$ cat config.mk
export PLATFORM = sky130hd
export DESIGN_NAME = lamp_safety_monitor
export DESIGN_NICKNAME = d
export VERILOG_FILES = /design/src/rtl/lamp_safety_monitor.sv
export SDC_FILE = /design/constraint.sdc
export NUM_CORES = 1
export LEC_CHECK = 0
export CORE_MARGIN = 4
export CORE_UTILIZATION = 55
export DETAILED_ROUTE_END_ITERATION = 12
export MAX_ROUTING_LAYER = met4
export PLACE_DENSITY = 0.85
export SLEW_MARGIN = 20
export SYNTH_ARGS = -nofsm -noshare
export SYNTH_HDL_FRONTEND = slang
export SYNTH_SLANG_ARGS = --single-unit
$ cat constraint.sdc
create_clock -name clk -period 2.8 [get_ports clk]
set_clock_uncertainty 0.2 [all_clocks]
set_input_delay 0.7 -clock clk [delete_from_list [all_inputs] [get_ports clk]]
set_output_delay 0.7 -clock clk [all_outputs]
set_load 0.01 [all_outputs]
$ cat src/rtl/lamp_safety_monitor.sv
// Lamp safety monitor: passes legal light commands to the lamp drivers one cycle late,
// and on any unsafe command pattern drops into an all-red flash until an operator clears it,
// followed by a solid all-red recovery period before normal operation resumes.
module lamp_safety_monitor #(
  parameter int unsigned FLASH_HALF     = 8,
  parameter int unsigned MIN_YELLOW     = 3,
  parameter int unsigned RECOVER_CYCLES = 4
) (
  input  logic       clk,
  input  logic       rst_n,
  input  logic [1:0] ns_light,
  input  logic [1:0] ew_light,
  input  logic [1:0] sn_light,
  input  logic [1:0] we_light,
  input  logic       clear_fault,
  output logic [2:0] ns_lamp,
  output logic [2:0] ew_lamp,
  output logic [2:0] sn_lamp,
  output logic [2:0] we_lamp,
  output logic       fault,
  output logic [2:0] fault_code,
  output logic [7:0] fault_count
);

  localparam logic [1:0] Red     = 2'b00;
  localparam logic [1:0] Green   = 2'b01;
  localparam logic [1:0] Yellow  = 2'b10;
  localparam logic [1:0] Illegal = 2'b11;

  localparam logic [2:0] LampRed = 3'b100;
  localparam logic [2:0] LampOff = 3'b000;

  // Flash counter spans one full on/off period; recover counter spans the recovery window.
  localparam int unsigned FlashW = $clog2(2 * FLASH_HALF);
  localparam int unsigned RecW   = (RECOVER_CYCLES > 1) ? $clog2(RECOVER_CYCLES) : 1;

  typedef enum logic [1:0] {StNormal, StFault, StRecover} state_e;

  state_e            state_q, state_d;
  logic [3:0][1:0]   light;
  logic [3:0][1:0]   prev_q, prev_d;
  logic [3:0][2:0]   ycnt_q, ycnt_d;
  logic [3:0][2:0]   lamp_q, lamp_d;
  logic [FlashW-1:0] flash_q, flash_d;
  logic [RecW-1:0]   rec_q, rec_d;
  logic              fault_q, fault_d;
  logic [2:0]        fcode_q, fcode_d;
  logic [7:0]        fcnt_q, fcnt_d;

  logic       any_illegal, conflict, bad_trans, short_yellow;
  logic [2:0] num_active;
  logic [2:0] code;

  // Index 0 is north-south; keeps per-direction logic in loops.
  assign light = {we_light, sn_light, ew_light, ns_light};

  function automatic logic [2:0] decode(input logic [1:0] l);
    case (l)
      Green:   decode = 3'b001;
      Yellow:  decode = 3'b010;
      default: decode = LampRed;
    endcase
  endfunction

  // Safety checks on the current sample against the previous one.
  always_comb begin
    any_illegal  = 1'b0;
    bad_trans    = 1'b0;
    short_yellow = 1'b0;
    num_active   = 3'd0;
    for (int i = 0; i < 4; i++) begin
      if (light[i] == Illegal) any_illegal = 1'b1;
      if (light[i] != Red) num_active = num_active + 3'd1;
      if ((prev_q[i] == Green  && light[i] == Red)   ||
          (prev_q[i] == Yellow && light[i] == Green) ||
          (prev_q[i] == Red    && light[i] == Yellow)) begin
        bad_trans = 1'b1;
      end
      if (prev_q[i] == Yellow && light[i] != Yellow && 32'(ycnt_q[i]) < MIN_YELLOW) begin
        short_yellow = 1'b1;
      end
    end
    conflict = (num_active > 3'd1);
    // Lowest code wins when several checks fire together.
    if (any_illegal)       code = 3'd1;
    else if (conflict)     code = 3'd2;
    else if (bad_trans)    code = 3'd3;
    else if (short_yellow) code = 3'd4;
    else                   code = 3'd0;
  end

  // Next-state: history tracking plus the NORMAL / FAULT_FLASH / RECOVER sequencing.
  always_comb begin
    state_d = state_q;
    lamp_d  = lamp_q;
    flash_d = flash_q;
    rec_d   = rec_q;
    fcode_d = fcode_q;
    fcnt_d  = fcnt_q;
    prev_d  = light;
    for (int i = 0; i < 4; i++) begin
      if (light[i] == Yellow) ycnt_d[i] = (ycnt_q[i] == 3'd7) ? 3'd7 : ycnt_q[i] + 3'd1;
      else                    ycnt_d[i] = 3'd0;
    end

    case (state_q)
      StFault: begin
        if (clear_fault && !any_illegal && !conflict) begin
          state_d = StRecover;
          rec_d   = '0;
          lamp_d  = {4{LampRed}};
        end else begin
          flash_d = (flash_q == FlashW'(2 * FLASH_HALF - 1)) ? '0 : flash_q + 1'b1;
          lamp_d  = (32'(flash_d) < FLASH_HALF) ? {4{LampRed}} : {4{LampOff}};
        end
      end
      default: begin
        if (code != 3'd0) begin
          // Offending pattern is never shown: lamps go straight to red-on.
          state_d = StFault;
          lamp_d  = {4{LampRed}};
          flash_d = '0;
          fcode_d = code;
          if (fcnt_q != 8'hFF) fcnt_d = fcnt_q + 8'd1;
        end else if (state_q == StRecover) begin
          if (32'(rec_q) >= RECOVER_CYCLES - 1) begin
            state_d = StNormal;
            rec_d   = '0;
            for (int i = 0; i < 4; i++) lamp_d[i] = decode(light[i]);
          end else begin
            rec_d  = rec_q + 1'b1;
            lamp_d = {4{LampRed}};
          end
        end else begin
          for (int i = 0; i < 4; i++) lamp_d[i] = decode(light[i]);
        end
      end
    endcase

    fault_d = (state_d == StFault);
  end

  // State and registered outputs; reset forces all-red, cleared history and counters.
  always_ff @(posedge clk or negedge rst_n) begin
    if (!rst_n) begin
      state_q <= StNormal;
      lamp_q  <= {4{LampRed}};
      prev_q  <= {4{Red}};
      ycnt_q  <= '0;
      flash_q <= '0;
      rec_q   <= '0;
      fault_q <= 1'b0;
      fcode_q <= 3'd0;
      fcnt_q  <= 8'd0;
    end else begin
      state_q <= state_d;
      lamp_q  <= lamp_d;
      prev_q  <= prev_d;
      ycnt_q  <= ycnt_d;
      flash_q <= flash_d;
      rec_q   <= rec_d;
      fault_q <= fault_d;
      fcode_q <= fcode_d;
      fcnt_q  <= fcnt_d;
    end
  end

  assign ns_lamp     = lamp_q[0];
  assign ew_lamp     = lamp_q[1];
  assign sn_lamp     = lamp_q[2];
  assign we_lamp     = lamp_q[3];
  assign fault       = fault_q;
  assign fault_code  = fcode_q;
  assign fault_count = fcnt_q;

endmodule

==> results of run 1 <==
-- layout by cell type, fill, tap and decap left out, types with 6 or more instances in the layout --
master	n
dfrtp_1	48
buf_4	42
clkdlybuf4s50_1	26
ha_1	25
nand2_1	14
and3_1	13
a21oi_1	12
inv_1	8
nor2_1	8
nand3b_1	7
o21ai_0	7
clkbuf_8	7
nor2b_1	6
-- cell families (layout without fill, tap and decap cells) --
family,Yosys count,after routing,share of synthesized area [%]
AOI/OAI and AO/OA,53,53,12.7
xor gates and xnor gates,8,8,2.56
adders and majority gates,32,32,14.6
buffers and inverters,22,103,3.61
DFF,52,52,47.7
muxes,5,5,1.87
and+or+nand+nor,75,76,17.0
-- per-layer routing --
layer  track usage [%]  vias up  share of wire [%]
met5                 -        -                  0
met3              5.50       33                5.8
met4              12.6        0                3.2
met1              26.7     1128                 39
li1                  -     1028                  -
met2              38.9       87                 51
-- stage by stage --
step	cell area, µm²	worst slack, ns	util [%]
after floorplan	2830	-0.0355	-
after global routing	3800	-0.127	79.4
after global placement	3500	-0.729	73.0
after CTS	3650	0.00496	76.3
final	3800	-0.0106	79.4
after detailed placement	3500	-0.848	73.0
-- worst paths after layout --
kind	slack [ns]	end	cells past startpoint
setup / recovery	-0.01	fault_count[1]$_DFFE_PN0P_	13
hold reg to reg	0.29	ycnt_q[0]$_DFF_PN0_	1
max in group asynchronous	1.93	sn_lamp[2]$_DFF_PN1_	2
min in group clk	0.29	ycnt_q[0]$_DFF_PN0_	1
setup reg to reg	0.65	fault_count[1]$_DFFE_PN0P_	6
hold / removal	0.16	fault_count[5]$_DFFE_PN0P_	2
-- power by group --
part	total (mW)	internal, mW	switching, mW
Sequential	1.08	0.927	0.153
Combinational	1.22	0.618	0.603
Clock	0.472	0.226	0.246
-- critical path, delay by kind of cell --
family                     cells  cell delay (ns)
xor gates and xnor gates       2             0.34
AOI/OAI and AO/OA              1             0.23
adders and majority gates      3             0.55
and+or+nand+nor                3             0.46
buffers and inverters          3             0.22
muxes                          1             0.30
-- state kept, by name, indices dropped and copies added (netlist names), 4 cells and up --
register,count
flash_q,4
ycnt_q,12
fault_count,8
prev_q,8
-- area by class of cell --
class / count / share of cell area (%)
sequential: 52 / 34.4
clock buffer: 8 / 2.63
multi-input combinational: 174 / 40.1
tap: 67 / 2.21
inverter: 16 / 2.24
timing repair buffer: 79 / 18.5
-- repair_timing --
action | in CTS | in global routing
cloned | 2 | 0
pin swaps | 8 | 17
endpoints found under the setup margin | 32 | 31
gates resized for setup | 32 | 24
buffers inserted | 2 | 5
hold endpoints to repair | 0 | 0
==> results.sh, run 1 <==
export IMPL_drt_wl_total_um=7200
export IMPL_area_growth_pct=38.8
export IMPL_avgViaCountPerCell=5.75
export IMPL_synthTopCellsByArea="dfrtp_1 44%, ha_1 15%, dfstp_2 3.8%"
export IMPL_path_class="input port to flip-flop"
export IMPL_cp_common_cell="ha_4"
export IMPL_syn_num_nets=290
export IMPL_die_area_um2=6170
export IMPL_timing_rr_start="prev_q[2]$_DFF_PN0_"
export IMPL_crit_path_cell_trace="buf_4 > inv_4 > ha_4 > inv_2 > ha_4 > xnor2_4 > ha_4 > nor2b_4 > xnor2_4 > nor2_4 > a31oi_4 > and2_4 > mux2_4"
export IMPL_synth_most_common_cell="dfrtp_1"
export IMPL_hold_path_class="input port to asynchronous set/reset pin"
export IMPL_cts_buffer_depth=2
export IMPL_core_region_area_um2=4790
export IMPL_postLayoutSetupSlackWorst_ns=-0.0106
export IMPL_io_pins=35
export IMPL_fillCellCount=273
export IMPL_cts_tree="yes"
export IMPL_final_cells=396
export IMPL_cts_root_buf="clkbuf_8"
export IMPL_total_power_mw=2.77
export IMPL_setup_viol_count_final=1
export IMPL_register_area_um2=1310
export IMPL_cts_sinks=52
export IMPL_synth_area_leader_cell="dfrtp_1"
export IMPL_syn_avg_cell_area_um2=11.1
export IMPL_final_antenna_net_count=0
export IMPL_ys_warn_count=0
export IMPL_slew_headroom_pct=75.1
export IMPL_die_w_um=78.6
export IMPL_final_max_slew_viol_count=0
export IMPL_startpoint="ns_light[1]"
export IMPL_drv_cap=0
export IMPL_cp_max_fo=4
export IMPL_die_height_um=78.6
export IMPL_worstSkewPairLatency_ns=0.31
export IMPL_h_tree_depth=2
export IMPL_initial_utilization_pct=57.2
export IMPL_required_ns=2.80
export IMPL_grt_pass1_wl_um=11000
export IMPL_ys_ff_latch=52
export IMPL_synth_top_area_share_pct=43.9
export IMPL_clk_pin_slew_ns=0.09
export IMPL_fin_tns_setup_ns=-0.0106
export IMPL_violations="setup timing"
export IMPL_dp_cells=379
export IMPL_tightest_slew_ns=0.373
export IMPL_synth_edf_count=0
export IMPL_p_per_area_nw_per_um2=729
export IMPL_rows=25
export IMPL_num_antenna_cells=0
export IMPL_grt_pass1_vias=2385
export IMPL_grt_usage_pct=23.6
export IMPL_synthesis_area_um2=2740
export IMPL_drc=0
export IMPL_antenna_found_initial=0
export IMPL_worst_path_max_delay_cell="mux2_4"
export IMPL_slowest_delay_ns=0.30
export IMPL_ys_types=46
export IMPL_fin_crit_ns=2.81
export IMPL_yosys_most_used_dff="dfrtp_1"
export IMPL_p_leak_nw=1.79
export IMPL_cp_end_kind="flip-flop"
export IMPL_hold_violations=0
export IMPL_timing_hold_ws_ns=0.164
export IMPL_crit_arrival_ns=2.81
export IMPL_synthTopCellsByCount="48 x dfrtp_1, 32 x ha_1, 16 x inv_1"
export IMPL_dp_hpwl_um=4470
export IMPL_final_nets=371
export IMPL_ir_drop_mv=0.494
export IMPL_layout_drive_gt1_share_pct=30.7
export IMPL_seq_area_frac_synth_pct=47.7
export IMPL_synthArstFlopShare_pct=100
export IMPL_cts_buffers_inserted=5
export IMPL_grt_max_degree=53
export IMPL_fin_crit_sh_pct=100
export IMPL_max_freq_mhz=356
export IMPL_first_pass_iters=4
export IMPL_grt_ovfl_total=0
export IMPL_gp_congestion=0.793
export IMPL_start_kind="input port"
export IMPL_wl_per_cell_um=18.2
export IMPL_drt_iter0_drc=192
export IMPL_multi_input_area_um2=1520
export IMPL_cts_hold_buf=0
export IMPL_portBuffers=34
export IMPL_synthCells=247
export IMPL_vias=2276
export IMPL_status="complete, but fails checks"
Note: power is estimated with default switching activity, not from simulation.
==> run 2, diff against run 1 <==
- CORE_ASPECT_RATIO: unset -> 0.9
- CORE_UTILIZATION: 55 -> 50
- HOLD_SLACK_MARGIN: unset -> 0.15
- PLACE_DENSITY: 0.85 -> 0.82
- clock period: 2.8 -> 2.4 ns (I/O delays scaled with it)
==> run 2 against run 1 <==
Net effect: the run still ends with setup timing left; via count is 0.48% lower; core utilization is 3.2 points lower; sequential power is 19% higher; largest cell class unchanged; worst hold slack better by 0.12 ns; sequential cell count stayed put; critical path depth stayed put; cell count is 1.3% higher; clock-buffer cell count is 2 lower; non-clock buffer count is 5 higher; critical path type unchanged; worst setup slack worse by 0.21 ns.
==> results.sh, run 2 (synthesis gave the netlist of run 1 again) <==
export IMPL_status="complete, but fails checks"
export IMPL_violations="setup timing"
export IMPL_initial_utilization_pct=51.8
export IMPL_die_area_um2=6730
export IMPL_io_pins=35
export IMPL_final_antenna_net_count=0
export IMPL_grt_usage_pct=21.1
export IMPL_drt_iter0_drc=129
export IMPL_vias=2265
export IMPL_p_sw_share_pct=38.3
export IMPL_min_to="fault_count[5]$_DFFE_PN0P_"
export IMPL_fin_area_um2=4030
export IMPL_die_w_um=86.0
export IMPL_cts_root_buf="clkbuf_8"
export IMPL_grt_pass1_wl_um=10800
export IMPL_routedLengthMet1_um=3070
export IMPL_path_class="input port to flip-flop"
export IMPL_num_antenna_cells=0
export IMPL_avgViaCountPerCell=5.65
export IMPL_final_common_cell="dfrtp_1"
export IMPL_setup_viol_count_final=32
export IMPL_holdPathStages=1
export IMPL_p_per_area_nw_per_um2=887
export IMPL_p_clk_share_pct=14.9
export IMPL_timing_rr_start="prev_q[1]$_DFF_PN0_"
export IMPL_largest_reg_flops=12
export IMPL_fin_crit_ns=2.62
export IMPL_top_layer_used="met4"
export IMPL_ir_drop_mv=0.695
export IMPL_worstSkewPairLatency_ns=0.31
export IMPL_core_region_area_um2=5290
export IMPL_antenna_found_initial=0
export IMPL_final_nets=376
export IMPL_wl_per_cell_um=18.9
export IMPL_start_kind="input port"
export IMPL_grt_max_degree=31
export IMPL_cts_tree="yes"
export IMPL_max_freq_mhz=381
export IMPL_required_ns=2.45
export IMPL_dp_cells=379
export IMPL_portBuffers=34
export IMPL_slew_headroom_pct=63.5
export IMPL_power_frac_seq_pct=35.7
export IMPL_cts_buffers_inserted=5
export IMPL_drt_wl_total_um=7560
export IMPL_grt_pass1_vias=2327
export IMPL_final_cells=401
export IMPL_postLayoutSetupSlackWorst_ns=-0.224
export IMPL_layout_common_cells="48 x dfrtp_1, 36 x buf_4, 25 x clkdlybuf4s50_1"
export IMPL_layout_drive_gt1_share_pct=38.9
export IMPL_rows=25
export IMPL_gp_congestion=0.817
export IMPL_r2r_end="state_q[1]$_DFF_PN0_"
export IMPL_cp_end_kind="flip-flop"
export IMPL_p_leak_nw=1.84
export IMPL_routed_wl_met2_um=3990
export IMPL_power_frac_comb_pct=49.4
export IMPL_hold_path_class="flip-flop to flip-flop"
export IMPL_power_switching_mw=1.37
export IMPL_p_int_mw=2.21
export IMPL_die_height_um=78.2
export IMPL_fillCellCount=312
export IMPL_fin_crit_sh_pct=109
export IMPL_cts_buffer_depth=2
export IMPL_clk_pin_slew_ns=0.10
export IMPL_drv_cap=0
export IMPL_h_tree_depth=2
export IMPL_r2r_cells=6
export IMPL_wl_met3_um=329
export IMPL_place_area_um2=3520
export IMPL_final_core_util_pct=76.2
export IMPL_dp_hpwl_um=4360
export IMPL_cp_max_fo=6
export IMPL_first_pass_iters=4
export IMPL_drc=0
export IMPL_rsz0062_at_grt="yes"
export IMPL_fin_tns_setup_ns=-4.99
export IMPL_tightest_slew_ns=0.548
export IMPL_final_max_slew_viol_count=0
export IMPL_hold_violations=0
export IMPL_area_growth_pct=47.1
export IMPL_cts_sinks=52
export IMPL_largest_register="ycnt_q"
export IMPL_crit_arrival_ns=2.68
export IMPL_min_from="fault_count[5]$_DFFE_PN0P_"
export IMPL_grt_ovfl_total=0
export IMPL_rrSetupSlack_ns=0.30
==> run 2: cell count changes in the layout (fill, tap and decap cells not counted), moves of 3 or more <==
cell,delta
nor2_4,+3
buf_6,+8
a21oi_1,-5
a21oi_2,+5
buf_4,-6
o21ai_0,-4
buf_8,+3
==> run 2: power by group through the flow <==
stage / Clock (mW) / Combinational, mW / Sequential [mW]
detailed placement: 0 / 1.30 / 1.27
global route: 0.574 / 1.88 / 1.30
finish: 0.531 / 1.77 / 1.28
CTS: 0.534 / 1.47 / 1.25
floorplan: 0 / 0.723 / 1.29
global placement: 0 / 1.27 / 1.26
==> run 2: critical path: stages <==
cell and delay (ns):
buf_6 0.11, inv_8 0.05, ha_4 0.16, inv_2 0.05
ha_4 0.29, xnor2_4 0.13, ha_4 0.14, nor2b_4 0.17
xnor2_4 0.10, o31a_4 0.39, and2_4 0.19, a21oi_2 0.14
or2_1 0.15
==> run 2: metrics by stage <==
stage	total power, mW	worst slack, ns	hold WS (ns)
2_1_floorplan	2.01	-0.335	0.104
3_3_place_gp	2.53	-1.02	0.273
3_5_place_dp	2.57	-1.08	0.276
4_1_cts	3.26	-0.126	0.291
5_1_grt	3.76	-0.284	0.311
6_report	3.57	-0.224	0.289
==> run 2: layout make-up <==
class                      instances  area (µm²)  share of cell area, %
multi-input combinational        174        1680                   41.7
sequential                        52        1310                   32.4
timing repair buffer              84         774                   19.2
inverter                          16        90.1                   2.24
tap                               67        83.8                   2.08
clock buffer                       6        82.6                   2.05
clock inverter                     2        10.0                  0.249
==> run 2: timing repair <==
action / CTS / global route
hold buffers: 1 / 0
setup endpoints to repair: 32 / 32
gates cloned: 1 / 1
setup buffers: 9 / 2
pin swaps: 22 / 19
hold endpoints to repair: 19 / 0
gates resized for setup: 67 / 34
==> run 2: metal layers <==
layer	up-vias	track usage [%]
met5	-	-
met4	0	7.44
met3	16	3.88
met2	65	35.0
met1	1145	25.8
li1	1039	-
==> run 2: how the worst max path moves through the flow <==
stage / startpoint / to / slack (ns) / depth (start not counted)
2_1_floorplan: ew_light[1] / fault_count[1]$_DFFE_PN0P_ / -0.34 / 12
3_3_place_gp: ew_light[1] / ns_lamp[2]$_DFF_PN1_ / -1.02 / 13
3_5_place_dp: ew_light[1] / fault_count[4]$_DFFE_PN0P_ / -1.08 / 14
4_1_cts: ns_light[0] / fault_count[1]$_DFFE_PN0P_ / -0.13 / 13
5_1_grt: ew_light[0] / ns_lamp[2]$_DFF_PN1_ / -0.28 / 13
6_report: ew_light[0] / ns_lamp[2]$_DFF_PN1_ / -0.22 / 13
==> run 3, diff against run 2 <==
- CORE_MARGIN: 4 -> 2
==> run 3 against run 2 <==
Net effect: the run still ends with setup timing left; non-clock buffer count fell by 6; core utilization shrank 1.3 points; via count down 4.9%; critical path type unchanged; sequential share of layout area up 0.75 points; routed wire length down 16%; first-iteration DRC count is 20% lower; sequential cell count is the same; cell count decreased by 1.5%; largest power group unchanged.
==> results.sh, run 3 (synthesis gave the netlist of run 1 again) <==
export IMPL_status="complete, but fails checks"
export IMPL_violations="setup timing"
export IMPL_p_leak_nw=1.82
export IMPL_place_ws_ns=-1.14
export IMPL_final_cells=395
export IMPL_total_power_mw=3.41
export IMPL_place_area_um2=3520
export IMPL_grt_pass1_vias=2149
export IMPL_ir_drop_mv=0.562
export IMPL_largest_reg_flops=12
export IMPL_grt_pass1_wl_um=9960
export IMPL_vias=2154
export IMPL_fin_tns_setup_ns=-4.16
export IMPL_die_area_um2=6090
export IMPL_fillCellCount=312
export IMPL_layout_drive_gt1_share_pct=37.5
export IMPL_gp_congestion=0.792
export IMPL_slowest_delay_ns=0.27
export IMPL_final_nets=370
export IMPL_startpoint="ns_light[0]"
export IMPL_grt_max_degree=31
export IMPL_tightest_slew_ns=0.519
export IMPL_die_height_um=74.2
export IMPL_setup_viol_count_final=32
export IMPL_rsz0062_at_grt="yes"
export IMPL_largest_register="ycnt_q"
export IMPL_drc=0
export IMPL_grt_ovfl_total=0
export IMPL_fin_crit_sh_pct=108
export IMPL_clk_pin_slew_ns=0.09
export IMPL_dp_cells=379
export IMPL_initial_utilization_pct=52.1
export IMPL_max_freq_mhz=384
export IMPL_layout_common_cells="48 x dfrtp_1, 32 x buf_4, 25 x ha_1, 25 x clkdlybuf4s50_1, 14 x nand2_1"
export IMPL_final_max_slew_viol_count=0
export IMPL_worstSkewPairLatency_ns=0.31
export IMPL_dp_hpwl_um=4090
export IMPL_timing_hold_ws_ns=0.296
export IMPL_core_region_area_um2=5260
export IMPL_final_antenna_net_count=0
export IMPL_avgViaCountPerCell=5.45
export IMPL_hold_violations=0
export IMPL_grt_usage_pct=22.5
export IMPL_first_pass_iters=4
export IMPL_final_core_util_pct=74.9
export IMPL_path_class="input port to flip-flop"
export IMPL_rows=25
export IMPL_num_antenna_cells=0
export IMPL_final_common_cell="dfrtp_1"
export IMPL_cp_end_kind="flip-flop"
export IMPL_cts_buffer_depth=2
export IMPL_area_growth_pct=43.7
export IMPL_worst_path_max_delay_cell="ha_4"
export IMPL_io_pins=35
export IMPL_slew_headroom_pct=65.4
export IMPL_timing_rr_start="prev_q[1]$_DFF_PN0_"
export IMPL_die_w_um=82.0
export IMPL_drt_wl_total_um=6350
export IMPL_fin_crit_ns=2.60
export IMPL_cts_sinks=52
export IMPL_drv_cap=0
export IMPL_cp_common_cell="ha_4"
export IMPL_fin_area_um2=3940
export IMPL_p_per_area_nw_per_um2=866
export IMPL_drt_iter0_drc=103
export IMPL_wl_per_cell_um=16.1
export IMPL_cp_top_family="adder cells"
export IMPL_postLayoutSetupSlackWorst_ns=-0.201
export IMPL_cp_max_fo=6
export IMPL_hold_path_class="flip-flop to flip-flop"
export IMPL_cts_tree="yes"
export IMPL_antenna_found_initial=0
export IMPL_cp_num_buf_inv=4
export IMPL_crit_path_cell_trace="buf_8 > inv_6 > ha_4 > inv_2 > ha_4 > xnor2_4 > ha_4 > nor2_2 > a31oi_4 > nor2_4 > a31oi_4 > buf_6 > and3_4 > xor2_2"
export IMPL_cts_buffers_inserted=5
export IMPL_h_tree_depth=2
export IMPL_required_ns=2.44
export IMPL_cts_root_buf="clkbuf_8"
export IMPL_start_kind="input port"
export IMPL_min_from="fault_count[5]$_DFFE_PN0P_"
export IMPL_crit_arrival_ns=2.64
export IMPL_portBuffers=34
run 3: layout make-up:
class / instances / area, µm² / area share (%)
multi-input cells: 174 / 1650 / 41.9
flip-flops and latches: 52 / 1310 / 33.2
repair buffers: 78 / 722 / 18.3
inverters: 16 / 87.6 / 2.23
well taps: 67 / 83.8 / 2.13
clock buffers: 5 / 68.8 / 1.75
clock inverters: 3 / 18.8 / 0.477
run 3: what timing repair did:
action,in CTS,in global routing
hold buffers,1,0
gates cloned,1,0
gates resized for setup,56,37
endpoints found under the hold margin,19,0
buffers inserted,6,0
pin swaps,21,21
setup endpoints to repair,32,32
run 3: report_power, final:
part / switching [mW] / leakage [nW] / internal [mW]
Sequential: 0.195 / 0.647 / 1.08
Combinational: 0.778 / 1.12 / 0.860
Clock: 0.290 / 0.0479 / 0.204
run 3: final timing paths:
check | to | slack, ns | depth (start not counted)
max | fault_count[4]$_DFFE_PN0P_ | -0.20 | 14
max in group asynchronous | we_lamp[2]$_DFF_PN1_ | 0.82 | 3
min | fault_count[5]$_DFFE_PN0P_ | 0.30 | 1
min reg2reg | fault_count[5]$_DFFE_PN0P_ | 0.30 | 1
min in group asynchronous | ycnt_q[0]$_DFF_PN0_ | 0.58 | 2
max reg2reg | ew_lamp[2]$_DFF_PN1_ | 0.33 | 7
run 3: layer usage:
layer / vias up / GRT usage (%) / part of all wire (%) / wire length, µm
li1: 1026 / - / - / -
met1: 1061 / 29.4 / 42 / 2700
met2: 51 / 36.0 / 51 / 3230
met3: 16 / 4.00 / 4.3 / 276
met4: 0 / 6.85 / 2.4 / 155
met5: - / - / 0 / 0
